$ cat src/rtl/bg_fill_responder.sv
// Worker-side background-fill responder: 4-phase start/done handshakes around
// a solid-colour fill of one frame-buffer region through a valid/ready port.
module bg_fill_responder #(
  parameter int unsigned WIDTH      = 800,
  parameter int unsigned HEIGHT     = 600,
  parameter int unsigned STRIDE     = 1024,
  parameter int unsigned ADDR_WIDTH = 20,
  parameter int unsigned DATA_WIDTH = 32
) (
  input  logic                  clock,
  input  logic                  reset,
  input  logic                  bg_start,
  output logic                  bg_start_ack,
  output logic                  bg_done,
  input  logic                  bg_done_ack,
  input  logic [ADDR_WIDTH-1:0] frame_base,
  input  logic [DATA_WIDTH-1:0] color,
  output logic                  wr_valid,
  input  logic                  wr_ready,
  output logic [ADDR_WIDTH-1:0] wr_addr,
  output logic [DATA_WIDTH-1:0] wr_data,
  output logic                  busy
);

  localparam int unsigned XW = (WIDTH  > 1) ? $clog2(WIDTH)  : 1;
  localparam int unsigned YW = (HEIGHT > 1) ? $clog2(HEIGHT) : 1;

  typedef enum logic [2:0] {IDLE, START_ACK, FILL, DONE, DONE_WAIT} state_t;

  state_t                state, state_n;
  logic [XW-1:0]         x, x_n;
  logic [YW-1:0]         y, y_n;
  logic [ADDR_WIDTH-1:0] row_base, row_base_n;
  logic [DATA_WIDTH-1:0] col_reg, col_reg_n;
  logic                  start_ack_n, done_n, valid_n, busy_n;
  logic [ADDR_WIDTH-1:0] addr_n;
  logic [DATA_WIDTH-1:0] data_n;
  logic                  last_x, last_y;

  assign last_x = (x == XW'(WIDTH - 1));
  assign last_y = (y == YW'(HEIGHT - 1));

  // State and registered outputs
  always_ff @(posedge clock or posedge reset) begin
    if (reset) begin
      state        <= IDLE;
      x            <= '0;
      y            <= '0;
      row_base     <= '0;
      col_reg      <= '0;
      bg_start_ack <= 1'b0;
      bg_done      <= 1'b0;
      wr_valid     <= 1'b0;
      wr_addr      <= '0;
      wr_data      <= '0;
      busy         <= 1'b0;
    end else begin
      state        <= state_n;
      x            <= x_n;
      y            <= y_n;
      row_base     <= row_base_n;
      col_reg      <= col_reg_n;
      bg_start_ack <= start_ack_n;
      bg_done      <= done_n;
      wr_valid     <= valid_n;
      wr_addr      <= addr_n;
      wr_data      <= data_n;
      busy         <= busy_n;
    end
  end

  // Next-state and next-output logic
  always_comb begin
    state_n     = state;
    x_n         = x;
    y_n         = y;
    row_base_n  = row_base;
    col_reg_n   = col_reg;
    start_ack_n = bg_start_ack;
    done_n      = bg_done;
    valid_n     = wr_valid;
    addr_n      = wr_addr;
    data_n      = wr_data;

    unique case (state)
      IDLE: begin
        if (bg_start) begin
          col_reg_n   = color;
          row_base_n  = frame_base;
          x_n         = '0;
          y_n         = '0;
          start_ack_n = 1'b1;
          state_n     = START_ACK;
        end
      end
      START_ACK: begin
        if (!bg_start) begin
          start_ack_n = 1'b0;
          valid_n     = 1'b1;
          addr_n      = row_base;
          data_n      = col_reg;
          state_n     = FILL;
        end
      end
      FILL: begin
        if (wr_valid && wr_ready) begin
          if (last_x && last_y) begin
            valid_n = 1'b0;
            done_n  = 1'b1;
            state_n = DONE;
          end else if (last_x) begin
            x_n        = '0;
            y_n        = y + YW'(1);
            row_base_n = row_base + ADDR_WIDTH'(STRIDE);
            addr_n     = row_base + ADDR_WIDTH'(STRIDE);
          end else begin
            x_n    = x + XW'(1);
            addr_n = wr_addr + ADDR_WIDTH'(1);
          end
        end
      end
      DONE: begin
        if (bg_done_ack) begin
          done_n  = 1'b0;
          state_n = DONE_WAIT;
        end
      end
      DONE_WAIT: begin
        if (!bg_done_ack) state_n = IDLE;
      end
      default: state_n = IDLE;
    endcase

    busy_n = (state_n != IDLE);
  end

endmodule

$ cat config.mk
export PLATFORM = sky130hd
export DESIGN_NAME = bg_fill_responder
export DESIGN_NICKNAME = d
export VERILOG_FILES = /design/src/rtl/bg_fill_responder.sv
export SDC_FILE = /design/constraint.sdc
export NUM_CORES = 1
export LEC_CHECK = 0
export CAP_MARGIN = 5
export CORE_ASPECT_RATIO = 2
export CORE_UTILIZATION = 40
export DETAILED_ROUTE_END_ITERATION = 8
export MAX_ROUTING_LAYER = met4
export SYNTH_ARGS = -nofsm -noshare
export SYNTH_HDL_FRONTEND = slang
export SYNTH_SLANG_ARGS = --single-unit
$ cat constraint.sdc
create_clock -name clock -period 13.2 [get_ports clock]
set_clock_uncertainty 0.15 [all_clocks]
set_input_delay 1.98 -clock clock [delete_from_list [all_inputs] [get_ports clock]]
set_output_delay 1.98 -clock clock [all_outputs]
set_load 0.02 [all_outputs]
==> impl_metrics.env <==
export IMPL_hold_path_startpoint="col_reg[8]"
export IMPL_h_tree_depth=4
export IMPL_vias_per_cell=5.49
export IMPL_critical_path_class="input port to flop"
export IMPL_track_usage=0.231
export IMPL_gp_congestion=0.879
export IMPL_tightest_slew_ns=0.909
export IMPL_holdWs_ns=0.320
export IMPL_fin_tns_setup_ns=0
export IMPL_clk_pin_slew_worst_paths_ns=0.06
export IMPL_num_fill_cells=1541
export IMPL_required_ns=13.40
export IMPL_multi_input_area_mm2=0.00295
export IMPL_io_pin_count=113
export IMPL_period_needed_ns=3.99
export IMPL_end_kind="flop"
export IMPL_routed_wl_mm=17.8
export IMPL_slew_violations=0
export IMPL_post_cts_repair_setup_buffers=0
export IMPL_post_cts_resized=0
export IMPL_drt_iter0_drc=389
export IMPL_synth_edff_count=0
export IMPL_routedWlPerCell_um=17.2
export IMPL_crit_slowest_cell="or4_1"
export IMPL_chipHeight_um=181
export IMPL_setup_viol=0
export IMPL_syn_avg_cell_area_um2=8.83
export IMPL_cp_max_fo=52
export IMPL_layout_common_cells="nand2_1, dfrtp_1, clkdlybuf4s50_1"
export IMPL_irDropWorstVdd_v=0.0000940
export IMPL_synth_area_mm2=0.00644
export IMPL_antenna_found_initial=0
export IMPL_async_flop_share=1.00
export IMPL_hp_class="flop to flop"
export IMPL_synth_seq_area_share=0.509
export IMPL_leakagePower_uw=0.00368
export IMPL_drc=0
export IMPL_clockRootBuffer="clkbuf_16"
export IMPL_grt_overflow=0
export IMPL_fp_row_count=65
export IMPL_synth_ff_type="dfrtp_1"
export IMPL_synth_seq_cells=131
export IMPL_dp_hpwl_mm=12.1
export IMPL_n_antenna_cell=0
export IMPL_crit_path_cell_trace="clkdlybuf4s50_1 > nand2b_4 > or3_2 > buf_4 > o31ai_4 > or4_1 > nand2_1"
export IMPL_numCtsBuffers=17
export IMPL_crit_path_start_kind="input port"
export IMPL_synth_warnings=0
export IMPL_post_route_cells_drive_above_1_share=0.0754
export IMPL_power_density_mw_per_mm2=228
export IMPL_io_buffer_count=112
export IMPL_vias=5690
export IMPL_worstPathArrival_ns=4.19
export IMPL_grt_max_degree=68
export IMPL_slew_headroom=0.394
export IMPL_holdBufCountCts=0
export IMPL_grt_pass1_vias=5748
export IMPL_rsz0062_at_grt="no"
export IMPL_synthDistinctLibCells=70
export IMPL_hold_viol_final=0
export IMPL_ff_latch_area_mm2=0.00328
export IMPL_syn_nets=790
export IMPL_syn_inst=729
export IMPL_cap_violations=0
export IMPL_final_antenna_net_count=0
export IMPL_cts_tree="done"
export IMPL_dr_pass1_iters=5
export IMPL_status="complete, no violations"
export IMPL_core_area_mm2=0.0158
export IMPL_finalCritPeriodShare=0.302
export IMPL_power_uw=1880
export IMPL_clk_latency_ns=0.41
export IMPL_final_common_cell="nand2_1"
export IMPL_crit_start="bg_start"
export IMPL_timing_rr_start="x[0]"
export IMPL_nNetsFinal=884
export IMPL_cts_sinks=131
export IMPL_die_area_mm2=0.0166
export IMPL_slowest_delay_ns=0.53
export IMPL_fmax_mhz=251
export IMPL_area_growth_pct=28.2
export IMPL_die_x_um=91.7
export IMPL_clockBufferDepth=2
export IMPL_grt_pass1_wl_mm=29.4
export IMPL_start_util=0.408
-- synthesized netlist by cell type, types with 3 or more instances --
cell type / count / area [µm²]
nand2_1: 270 / 1010
dfrtp_1: 131 / 3280
o21ai_0: 31 / 155
nor2_1: 29 / 109
clkbuf_1: 28 / 105
a21oi_1: 26 / 130
nand3_1: 24 / 120
nand4_1: 11 / 68.8
inv_1: 10 / 37.5
a22oi_1: 8 / 60.1
and3_1: 8 / 50.1
buf_2: 8 / 40.0
nor3_1: 8 / 40.0
o22ai_1: 8 / 50.1
or3_1: 8 / 50.1
nor4_1: 7 / 43.8
a22o_1: 6 / 52.6
and4_1: 6 / 52.6
o31ai_1: 6 / 45.0
a2bb2oi_1: 5 / 43.8
a32oi_1: 5 / 43.8
and2_1: 5 / 31.3
or4_1: 5 / 37.5
xor2_1: 5 / 43.8
a31oi_1: 4 / 25.0
ha_1: 4 / 50.1
buf_4: 3 / 22.5
o21a_1: 3 / 22.5
o311ai_0: 3 / 26.3
xnor2_1: 3 / 26.3
-- critical path: cells and delay by family --
kind                   cells  cell delay [ns]
buffers and inverters      2             0.97
and+or+nand+nor            4             0.86
AOI/OAI and AO/OA          1             0.31
-- path summary, 6_finish.rpt --
kind | endpoint | slack [ns] | cells after the start
worst max-delay path | x[4] | 9.21 | 7
worst min-delay path | wr_data[8] | 0.32 | 2
worst max register to register | wr_addr[16] | 9.69 | 6
worst min register to register | wr_data[8] | 0.32 | 2
max in group asynchronous | wr_addr[15] | 9.60 | 3
min in group asynchronous | wr_data[13] | 1.93 | 2
-- metal layers --
layer | global-route usage | up-vias | routed length, µm
met3 | 0.0377 | 32 | 645
met5 | - | - | 0
li1 | - | 2710 | -
met1 | 0.254 | 2790 | 6920
met2 | 0.412 | 158 | 9810
met4 | 0.0913 | 0 | 436
-- per-stage QoR --
| step | area, µm² | instances | utilization | setup slack, ns |
|---|---|---|---|---|
| after detailed placement | 7680 | 1005 | 0.487 | 8.82 |
| after CTS | 8250 | 1037 | 0.523 | 9.22 |
| final | 8250 | 1037 | 0.523 | 9.21 |
| after global routing | 8250 | 1037 | 0.523 | 9.11 |
| after global placement | 7680 | 1005 | 0.487 | 8.87 |
| after floorplan | 6440 | 729 | - | 7.57 |
-- area by class of cell --
cell class | instances | share of cell area
inverters | 10 | 0.00485
flip-flops and latches | 131 | 0.397
well taps | 201 | 0.0305
repair buffers | 118 | 0.141
clock buffers | 18 | 0.0520
clock inverters | 14 | 0.0173
multi-input cells | 545 | 0.357
-- where the power goes --
group          switching (µW)  internal, µW
Clock                     194           265
Sequential                150           557
Combinational             415           301
-- cell families after synthesis --
family | synth area share
compound gates | 0.149
flops | 0.509
xor+xnor | 0.0109
simple gates | 0.282
fa+ha+maj | 0.00777
buf+inv | 0.0365
mux | 0.00486
Note: power is estimated with default switching activity, not from simulation.
